## config.mk

```make
export PLATFORM = sky130hd
export DESIGN_NAME = load_align_queue
export DESIGN_NICKNAME = d
export VERILOG_FILES = /design/src/rtl/load_align_queue.sv
export SDC_FILE = /design/constraint.sdc
export NUM_CORES = 1
export LEC_CHECK = 0
export CAP_MARGIN = 0
export CORE_ASPECT_RATIO = 1.25
export CORE_MARGIN = 2
export CORE_UTILIZATION = 35
export CTS_CLUSTER_DIAMETER = 60
export DETAILED_ROUTE_END_ITERATION = 10
export PLACE_DENSITY = 0.59
export SETUP_SLACK_MARGIN = 0.02
export SLEW_MARGIN = 5
export SYNTH_ARGS = -nofsm -noshare
export SYNTH_HDL_FRONTEND = slang
export SYNTH_SLANG_ARGS = --single-unit
```

## constraint.sdc

```tcl
create_clock -name clk -period 2.8 [get_ports clk]
set_clock_uncertainty 0.15 [all_clocks]
set_input_delay 0.56 -clock clk [delete_from_list [all_inputs] [get_ports clk]]
set_output_delay 0.56 -clock clk [all_outputs]
set_load 0.02 [all_outputs]
```

## src/rtl/load_align_queue.sv

```systemverilog
// load_align_queue: aligns/extends load responses and queues them in order.
// Define LOAD_ALIGN_EXC_EN to flag misaligned accesses via out_exc.
module load_align_queue #(
  parameter int DATA_W = 32,
  parameter int DEPTH  = 4,
  parameter int TAG_W  = 5,
  localparam int OFF_W = $clog2(DATA_W/8),
  localparam int CNT_W = $clog2(DEPTH)+1
) (
  input  logic              clk,
  input  logic              reset,
  input  logic              flush,
  input  logic              in_valid,
  output logic              in_ready,
  input  logic [2:0]        in_op,
  input  logic [OFF_W-1:0]  in_off,
  input  logic [DATA_W-1:0] in_data,
  input  logic [TAG_W-1:0]  in_tag,
  output logic              out_valid,
  input  logic              out_ready,
  output logic [DATA_W-1:0] out_data,
  output logic [TAG_W-1:0]  out_tag,
  output logic              out_exc,
  output logic [CNT_W-1:0]  count
);

  localparam int PW = $clog2(DEPTH);
  localparam logic [CNT_W-1:0] FULL = CNT_W'(DEPTH);

  localparam logic [2:0] OP_LB  = 3'd0;
  localparam logic [2:0] OP_LBU = 3'd1;
  localparam logic [2:0] OP_LH  = 3'd2;
  localparam logic [2:0] OP_LHU = 3'd3;
  localparam logic [2:0] OP_LW  = 3'd4;
  localparam logic [2:0] OP_LWU = 3'd5;
`ifdef LOAD_ALIGN_EXC_EN
  localparam logic [2:0] OP_LD  = 3'd6;
`endif

  logic [DATA_W-1:0] data_q [DEPTH];
  logic [TAG_W-1:0]  tag_q  [DEPTH];
  logic              exc_q  [DEPTH];

  logic [PW-1:0]    wr_q, wr_d;
  logic [PW-1:0]    rd_q, rd_d;
  logic [CNT_W-1:0] cnt_q, cnt_d;

  logic push, pop;

  logic              is_b, is_h, is_w, sgn, mis;
  logic [OFF_W-1:0]  aoff;
  logic [DATA_W-1:0] sh;
  logic [DATA_W-1:0] ext;
  logic [DATA_W-1:0] st_data;

  assign in_ready  = cnt_q < FULL;
  assign out_valid = cnt_q != '0;
  assign count     = cnt_q;

  assign push = in_valid & in_ready;
  assign pop  = out_valid & out_ready;

  assign is_b = (in_op == OP_LB) | (in_op == OP_LBU);
  assign is_h = (in_op == OP_LH) | (in_op == OP_LHU);
  assign is_w = (in_op == OP_LW) | (in_op == OP_LWU);
  assign sgn  = ~in_op[0];

  // Pick the aligned lane, shift it down and extend to full width.
  always_comb begin
    aoff = '0;
    ext  = '0;
    unique case (1'b1)
      is_b: aoff = in_off;
      is_h: aoff = in_off & ~OFF_W'(1);
      is_w: aoff = in_off & ~OFF_W'(3);
      default: aoff = '0;
    endcase
    sh = in_data >> {aoff, 3'b000};
    unique case (1'b1)
      is_b: ext = sgn ? DATA_W'($signed(sh[7:0]))
                      : DATA_W'(sh[7:0]);
      is_h: ext = sgn ? DATA_W'($signed(sh[15:0]))
                      : DATA_W'(sh[15:0]);
      is_w: ext = sgn ? DATA_W'($signed(sh[31:0]))
                      : DATA_W'(sh[31:0]);
      default: ext = sh;
    endcase
  end

  // Misalignment flag; a faulting entry carries zero data.
  always_comb begin
`ifdef LOAD_ALIGN_EXC_EN
    mis = (is_h & in_off[0])
        | (is_w & (|in_off[1:0]))
        | ((in_op == OP_LD) & (|in_off));
`else
    mis = 1'b0;
`endif
    st_data = mis ? '0 : ext;
  end

  // Pointer and occupancy next state; flush wins over push/pop.
  always_comb begin
    wr_d  = wr_q;
    rd_d  = rd_q;
    cnt_d = cnt_q;
    if (flush) begin
      wr_d  = '0;
      rd_d  = '0;
      cnt_d = '0;
    end else begin
      if (push) wr_d = wr_q + 1'b1;
      if (pop)  rd_d = rd_q + 1'b1;
      case ({push, pop})
        2'b10:   cnt_d = cnt_q + 1'b1;
        2'b01:   cnt_d = cnt_q - 1'b1;
        default: cnt_d = cnt_q;
      endcase
    end
  end

  // Control state registers.
  always_ff @(posedge clk or negedge reset) begin
    if (!reset) begin
      wr_q  <= '0;
      rd_q  <= '0;
      cnt_q <= '0;
    end else begin
      wr_q  <= wr_d;
      rd_q  <= rd_d;
      cnt_q <= cnt_d;
    end
  end

  // Entry storage, written on an accepted push.
  always_ff @(posedge clk) begin
    if (push && !flush) begin
      data_q[wr_q] <= st_data;
      tag_q[wr_q]  <= in_tag;
      exc_q[wr_q]  <= mis;
    end
  end

  assign out_data = out_valid ? data_q[rd_q] : '0;
  assign out_tag  = out_valid ? tag_q[rd_q]  : '0;
  assign out_exc  = out_valid ? exc_q[rd_q]  : 1'b0;

endmodule

```

==> results of run 1 <==
[area by class of cell]
cell class	count	area, um^2
timing repair buffer	133	1266
clock inverter	15	183.9
fill	1636	10030
sequential	155	4622
inverter	6	22.52
tap	232	290.3
clock buffer	17	425.4
multi-input combinational	191	2006
[cell usage in the layout, fill, tap and decap left out, types with 2 or more instances in the layout]
cell | netlist | routed
a22oi_1 | 8 | 8
clkinv_4 | 0 | 3
buf_12 | 0 | 10
and2_2 | 0 | 4
nand2_1 | 3 | 3
xor2_1 | 3 | 3
inv_6 | 0 | 5
clkbuf_2 | 1 | 12
and2_4 | 0 | 9
clkbuf_16 | 0 | 19
and2_1 | 42 | 29
edfxtp_1 | 148 | 148
nand3_1 | 3 | 3
buf_6 | 4 | 8
bufinv_16 | 0 | 3
mux4_2 | 41 | 41
dfrtp_2 | 0 | 2
dfrtp_1 | 7 | 5
or3_1 | 2 | 2
buf_8 | 0 | 2
o21ai_1 | 19 | 19
mux4_1 | 3 | 3
buf_2 | 8 | 14
xnor2_1 | 2 | 2
ha_1 | 4 | 4
buf_4 | 3 | 34
a22o_1 | 7 | 7
clkdlybuf4s50_1 | 0 | 51
a31oi_1 | 2 | 2
nor2b_1 | 4 | 4
inv_1 | 6 | 6
clkinv_1 | 0 | 2
o21ai_0 | 8 | 8
nor2_1 | 7 | 7
a21oi_1 | 19 | 19
[kinds of logic (layout without fill, tap and decap cells)]
group / after synthesis / in the layout / synth area share
other: 1 / 1 / 0.0005536
AO/OA/AOI/OAI: 67 / 67 / 0.06132
AND/OR/NAND/NOR: 67 / 67 / 0.06169
XOR/XNOR: 5 / 5 / 0.006466
adder cells (fa/ha/maj): 5 / 5 / 0.01034
flip-flops: 155 / 155 / 0.6819
buffers and inverters: 33 / 171 / 0.02604
multiplexers: 46 / 46 / 0.1516
[metal layers]
layer,wire (um),share of wire,vias up,global-route usage
met5,0,0,-,0
met4,222,0.014,0,0.06144
met3,664,0.043,17,0.03226
met2,8383,0.54,123,0.2732
met1,6312,0.41,2061,0.2012
li1,-,-,1761,-
[power by group through the flow]
stage	registers, mW	logic [mW]	clock network (mW)
finish	2.69	1.21	2.34
global route	2.70	1.31	2.49
CTS	2.69	1.19	2.38
detailed placement	2.74	1.19	0
global placement	2.73	1.18	0
floorplan	2.74	0.656	0
[flip-flops by register name, indices dropped and copies added, names as in the netlist]
signal,cells
count,3
rd_q,2
wr_q,2
tag_q,20
data_q,128
[final timing paths]
check,from,end,slack [ps]
setup / recovery,rd_q[0],out_data[15],50
hold / removal,reset,count[1],270
setup reg to reg,count[1],count[2],400
hold reg to reg,wr_q[0],wr_q[0],480
max in group asynchronous,reset,rd_q[1],1950
min in group clk,wr_q[0],wr_q[0],480
[stage by stage]
step | cell area, um^2 | power, mW | utilization | setup slack [ps]
after global routing | 8816 | 6.499 | 0.4677 | -16.03
after floorplan | 6774 | 3.396 | - | 181.5
after CTS | 8780 | 6.263 | 0.4658 | -63.23
after detailed placement | 8154 | 3.931 | 0.4326 | 60.45
final | 8816 | 6.246 | 0.4677 | 52.40
after global placement | 8154 | 3.914 | 0.4326 | 70.67
[what timing repair did]
action | 4_1_cts | 5_1_grt
setup buffers | 5 | 5
gates resized for setup | 88 | 61
pin swaps | 0 | 5
endpoints found under the setup margin | 32 | 31
gates cloned | 2 | 1
[worst max-delay path, cell delays in order (launching register included)]
cell and delay, ps:
dfrtp_2 500, clkbuf_16 200, buf_4 120, mux4_2 480, and2_4 170, buf_4 150
==> impl_metrics.csv, run 1 <==
group,metric,value,unit
run_status,result_of_the_run,"completed",
detailed_routing,vias_per_cell,5.290,
timing,fin_hold_ws,270.3,ps
setup_path,worst_ep_required_time,2090,ps
detailed_routing,ant_nets,0,
power_and_ir_drop,total_leakage_power,3.060,nW
logic_synthesis,average_footprint_of_a_synthesized_cell,17.87,um^2
grt,first_global_vias,4263,
final_layout,areaGrowthSynthToFinish,30.14,%
timing,transition_time_at_the_pin_with_the_least_slew_margin,868.6,ps
clock_network,clkSinkCount,155,
power_and_ir_drop,clock_power_share,0.375,
timing,max_slew_margin,0.4185,
logic_synthesis,ys_top_cells_by_area,"edfxtp_1 (66%), mux4_2 (14%), and2_1 (3.9%), dfrtp_1 (2.6%), a21oi_1 (1.4%)",
power_and_ir_drop,sequentialPowerShare,0.431,
logic_synthesis,synth-edff-count,148,
logic_synthesis,synthDominantCellAreaShare,0.6561,
logic_synthesis,synth.most_common_cell,"edfxtp_1",
grt,grt_use_total,0.1606,
timing,maxSlewViolCount,0,
logic_synthesis,syn_inst,379,
setup_path,setup.worst_path.class,"register to output port",
logic_synthesis,synth-seq-area-share,0.6819,
die,num_rows,56,
clock_network,cts-htree-levels,4,
logic_synthesis,ys_seq_elements,155,
final_layout,fraction_of_layout_cells_with_a_size_suffix_above_1,0.3366,
detailed_routing,via_count,3962,
power_and_ir_drop,swShare,0.2518,
power_and_ir_drop,power_per_cell_area,708.4,nW/um^2
clock_network,cts_hold_repair.buffers,0,
detailed_routing,post-route-drc-count,0,
place,portBuffers,88,
place,numPlacedInstances,706,
final_layout,layout.cells.non_filler,749,
setup_path,critical_path_arrival,2040,ps
power_and_ir_drop,logic_pwr_share,0.194,
grt,grt_overflow_total,0,
die,pin_count,90,
clock_network,numCtsBuffers,17,
die,die_height,159.5,um
clock_network,cts-root-to-sink-buffers,2,
place,hpwlAfterDp,9.838,mm
setup_path,rr_worst_depth,6,
logic_synthesis,synth-async-reset-ratio,0.04516,
detailed_routing,dr.first_iter.drc_count,275,
timing,finalCritPeriodShare,0.9813,
detailed_routing,dr.pass1.iters,4,
logic_synthesis,synth_top_cell_by_area,"edfxtp_1",
power_and_ir_drop,cell_internal_pwr,4.673,mW
timing,fin_crit,2748,ps
logic_synthesis,synth-main-ff-cell,"edfxtp_1",
grt,largest_net_degree_at_the_start_of_global_routing,39,
detailed_routing,drt-total-wl,15.58,mm
logic_synthesis,synth_warnings,0,
min_path,hp-class,"input port to async pin",
power_and_ir_drop,p_switching,1.573,mW
detailed_routing,avgRoutedWirePerCell,20.80,um
timing,rsz0062_at_grt,"yes",
final_layout,diodes,0,
grt,initial_antenna_violation_count,0,
timing,fin_tns_setup,0,ps
power_and_ir_drop,max-vdd-ir-drop,0.0004329,V
logic_synthesis,synth_common_cells,"edfxtp_1 (148), and2_1 (42), mux4_2 (41)",
die,starting_density,0.3594,
die,core,18850,um^2
place,gp_routability_congestion,0.8030,
setup_path,path_max_fanout,6,
timing,hold_viol,0,
grt,grt_pass1_wl,24.30,mm
die,die_w,128.4,um
setup_path,crit_path_end_kind,"output port",
logic_synthesis,netlist-cell-type-count,39,
flow_run,drv.max_cap_violation_count,0,
clock_network,worst_setup_hold_path_clk_slew,60,ps
clock_network,insertion_delay,410,ps
setup_path,timing.critical_path.from_type,"register",
clock_network,clock_root_cell,"clkbuf_16",
logic_synthesis,postSynthNetCount,431,
final_layout,layout.nets,556,
clock_network,cts_tree,"built",
timing,maxClockFrequency,0.3640,GHz
timing,finalSetupViolations,0,
die,fp.dieArea,20490,um^2
logic_synthesis,mappedNetlistArea,6774,um^2
(Power assumes the default switching activity.)
==> run 2: changes to the inputs <==
- SKIP_LAST_GASP: default -> 1
==> run 2 against run 1 <==
  * Via count grew 0.33%
  * Combinational power is essentially flat
  * Cell count grew 0.13%
  * Utilization grew 0.11 points
  * Power grew 0.22%
  * Sequential share of layout area shrank 0.13 points
  * Worst setup slack lost 51 ps
  * Clock power is essentially flat
  * Routed wire length grew 1.1%
  * Global-route usage is essentially flat
  * Critical path type unchanged
==> impl_metrics.csv, run 2 (synthesis gave the netlist of run 1 again) <==
group,metric,value,unit
final_layout,layout_commonest_cell,"edfxtp_1",
clock_network,worst_setup_hold_path_clk_slew,60,ps
power_and_ir_drop,clock_power_share,0.375,
timing,finalSetupViolations,0,
final_layout,diodes,0,
final_layout,filler_cell_count_in_the_final_layout,1624,
final_layout,largest_register_ff_count,128,
place,gp_routability_congestion,0.8030,
timing,rsz0062_at_grt,"yes",
detailed_routing,dr.first_iter.drc_count,279,
run_status,result_of_the_run,"completed",
final_layout,layout.cells.non_filler,750,
timing,maxClockFrequency,0.3573,GHz
min_path,hp-class,"input port to async pin",
grt,largest_net_degree_at_the_start_of_global_routing,39,
final_layout,layout.nets,557,
grt,initial_antenna_violation_count,0,
final_layout,fraction_of_layout_cells_with_a_size_suffix_above_1,0.3166,
die,core,18850,um^2
timing,finalWorstSetupSlack,1.443,ps
clock_network,insertion_delay,410,ps
grt,gr-usage-met1,0.2012,
die,die_w,128.4,um
timing,hold_viol,0,
detailed_routing,via_count,3975,
clock_network,numCtsBuffers,17,
timing,maxSlewViolCount,0,
die,fp.dieArea,20490,um^2
grt,grt_overflow_total,0,
power_and_ir_drop,sequentialPowerShare,0.430,
timing,fin_hold_ws,266.8,ps
final_layout,ff_latch_area,4622,um^2
place,placement_setup_slack,60.45,ps
setup_path,crit_path_end_kind,"output port",
grt,grt_use_total,0.1607,
place,hpwlAfterDp,9.838,mm
die,starting_density,0.3594,
detailed_routing,dr.pass1.iters,5,
clock_network,cts_tree,"built",
power_and_ir_drop,cell_internal_pwr,4.673,mW
detailed_routing,drt-total-wl,15.75,mm
power_and_ir_drop,total_leakage_power,3.069,nW
detailed_routing,post-route-drc-count,0,
setup_path,timing.critical_path.from_type,"register",
place,portBuffers,88,
timing,transition_time_at_the_pin_with_the_least_slew_margin,865.9,ps
setup_path,setup.worst_path.class,"register to output port",
setup_path,critical_path_arrival,2090,ps
grt,first_global_vias,4261,
die,pin_count,90,
die,num_rows,56,
timing,fin_crit,2799,ps
final_layout,areaGrowthSynthToFinish,30.46,%
timing,max_slew_margin,0.4203,
detailed_routing,ant_nets,0,
setup_path,worst_ep_required_time,2090,ps
grt,grt_pass1_wl,24.30,mm
power_and_ir_drop,swShare,0.2534,
grt,globalRouteMet3Util,0.03226,
grt,global_route.peak_usage_layer,"met2",
power_and_ir_drop,power_per_cell_area,708.3,nW/um^2
clock_network,cts-htree-levels,4,
timing,finalCritPeriodShare,0.9995,
power_and_ir_drop,p_switching,1.586,mW
setup_path,path_max_fanout,6,
flow_run,drv.max_cap_violation_count,0,
power_and_ir_drop,max-vdd-ir-drop,0.0004399,V
detailed_routing,avgRoutedWirePerCell,21.00,um
grt,grt_use_met2,0.2735,
detailed_routing,vias_per_cell,5.300,
place,numPlacedInstances,706,
final_layout,mostFrequentLayoutCells,"edfxtp_1 (148), clkdlybuf4s50_1 (51), mux4_2 (41)",
power_and_ir_drop,logic_pwr_share,0.195,
final_layout,largest_register,"data_q",
clock_network,clkSinkCount,155,
clock_network,clock_root_cell,"clkbuf_16",
die,die_height,159.5,um
clock_network,cts-root-to-sink-buffers,2,
final_layout,multiInputGateArea,1993,um^2
==> run 2: cell types whose count changed in the layout (fill, tap and decap cells not counted), sizes merged <==
| cell | before | now |
|---|---|---|
| buf | 68 | 61 |
| clkbuf | 31 | 33 |
| clkdlybuf4s15 | 0 | 1 |
| dlygate4sd2 | 0 | 5 |
==> run 2: worst paths after layout <==
kind | from | endpoint | slack (ps) | depth (start not counted)
worst max-delay path | rd_q[0] | out_data[15] | 1 | 5
worst min-delay path | reset | count[1] | 270 | 1
worst max register to register | count[1] | count[2] | 400 | 6
worst min register to register | wr_q[0] | wr_q[0] | 470 | 2
max in group asynchronous | reset | rd_q[1] | 1950 | 1
min in group clk | wr_q[0] | wr_q[0] | 470 | 2
==> run 2: metal layers <==
layer  up-vias  part of all wire  wire (um)
met4         0             0.016        255
met1      2068              0.41       6476
li1       1764                 -          -
met5         -                 0          0
met3        22             0.046        727
met2       121              0.53       8293
==> run 2: power by group through the flow <==
stage          clock [mW]  sequential, mW  combinational (mW)
2_1_floorplan           0            2.74               0.656
3_3_place_gp            0            2.73                1.18
3_5_place_dp            0            2.74                1.19
4_1_cts              2.38            2.69                1.20
5_1_grt              2.49            2.70                1.32
6_report             2.35            2.69                1.22
==> run 2: final cells by class <==
class                   count  area share
flip-flops and latches    155      0.5230
multi-input cells         191      0.2255
repair buffers            134      0.1471
clock buffers              17     0.04814
well taps                 232     0.03285
clock inverters            15     0.02081
inverters                   6    0.002548
==> run 2: per-stage QoR <==
stage                     power [mW]  setup TNS (ps)  utilization  instance area [um^2]
after global routing           6.504          -207.1       0.4689                  8837
after floorplan                3.396               0            -                  6774
after CTS                      6.271           -1620       0.4675                  8811
after detailed placement       3.931               0       0.4326                  8154
after global placement         3.914               0       0.4326                  8154
final                          6.259               0       0.4689                  8837
==> run 2: what timing repair did <==
item / CTS / global route
pin swaps: 0 / 3
cloned: 2 / 1
setup buffers: 5 / 5
setup endpoints to repair: 32 / 26
hold buffers: 0 / 0
resized for setup: 66 / 47
==> run 2: critical path: stages (launching register included) <==
cell and delay (ps):
dfrtp_2 420, buf_6 150, buf_16 140, mux4_2 480, and2_1 190, clkdlybuf4s15_1 300
==> run 3: changes to the inputs <==
- CAP_MARGIN: 0 -> 25
==> results of run 3 <==
No change in the layout: final DEF, timing and power equal those of run 2.
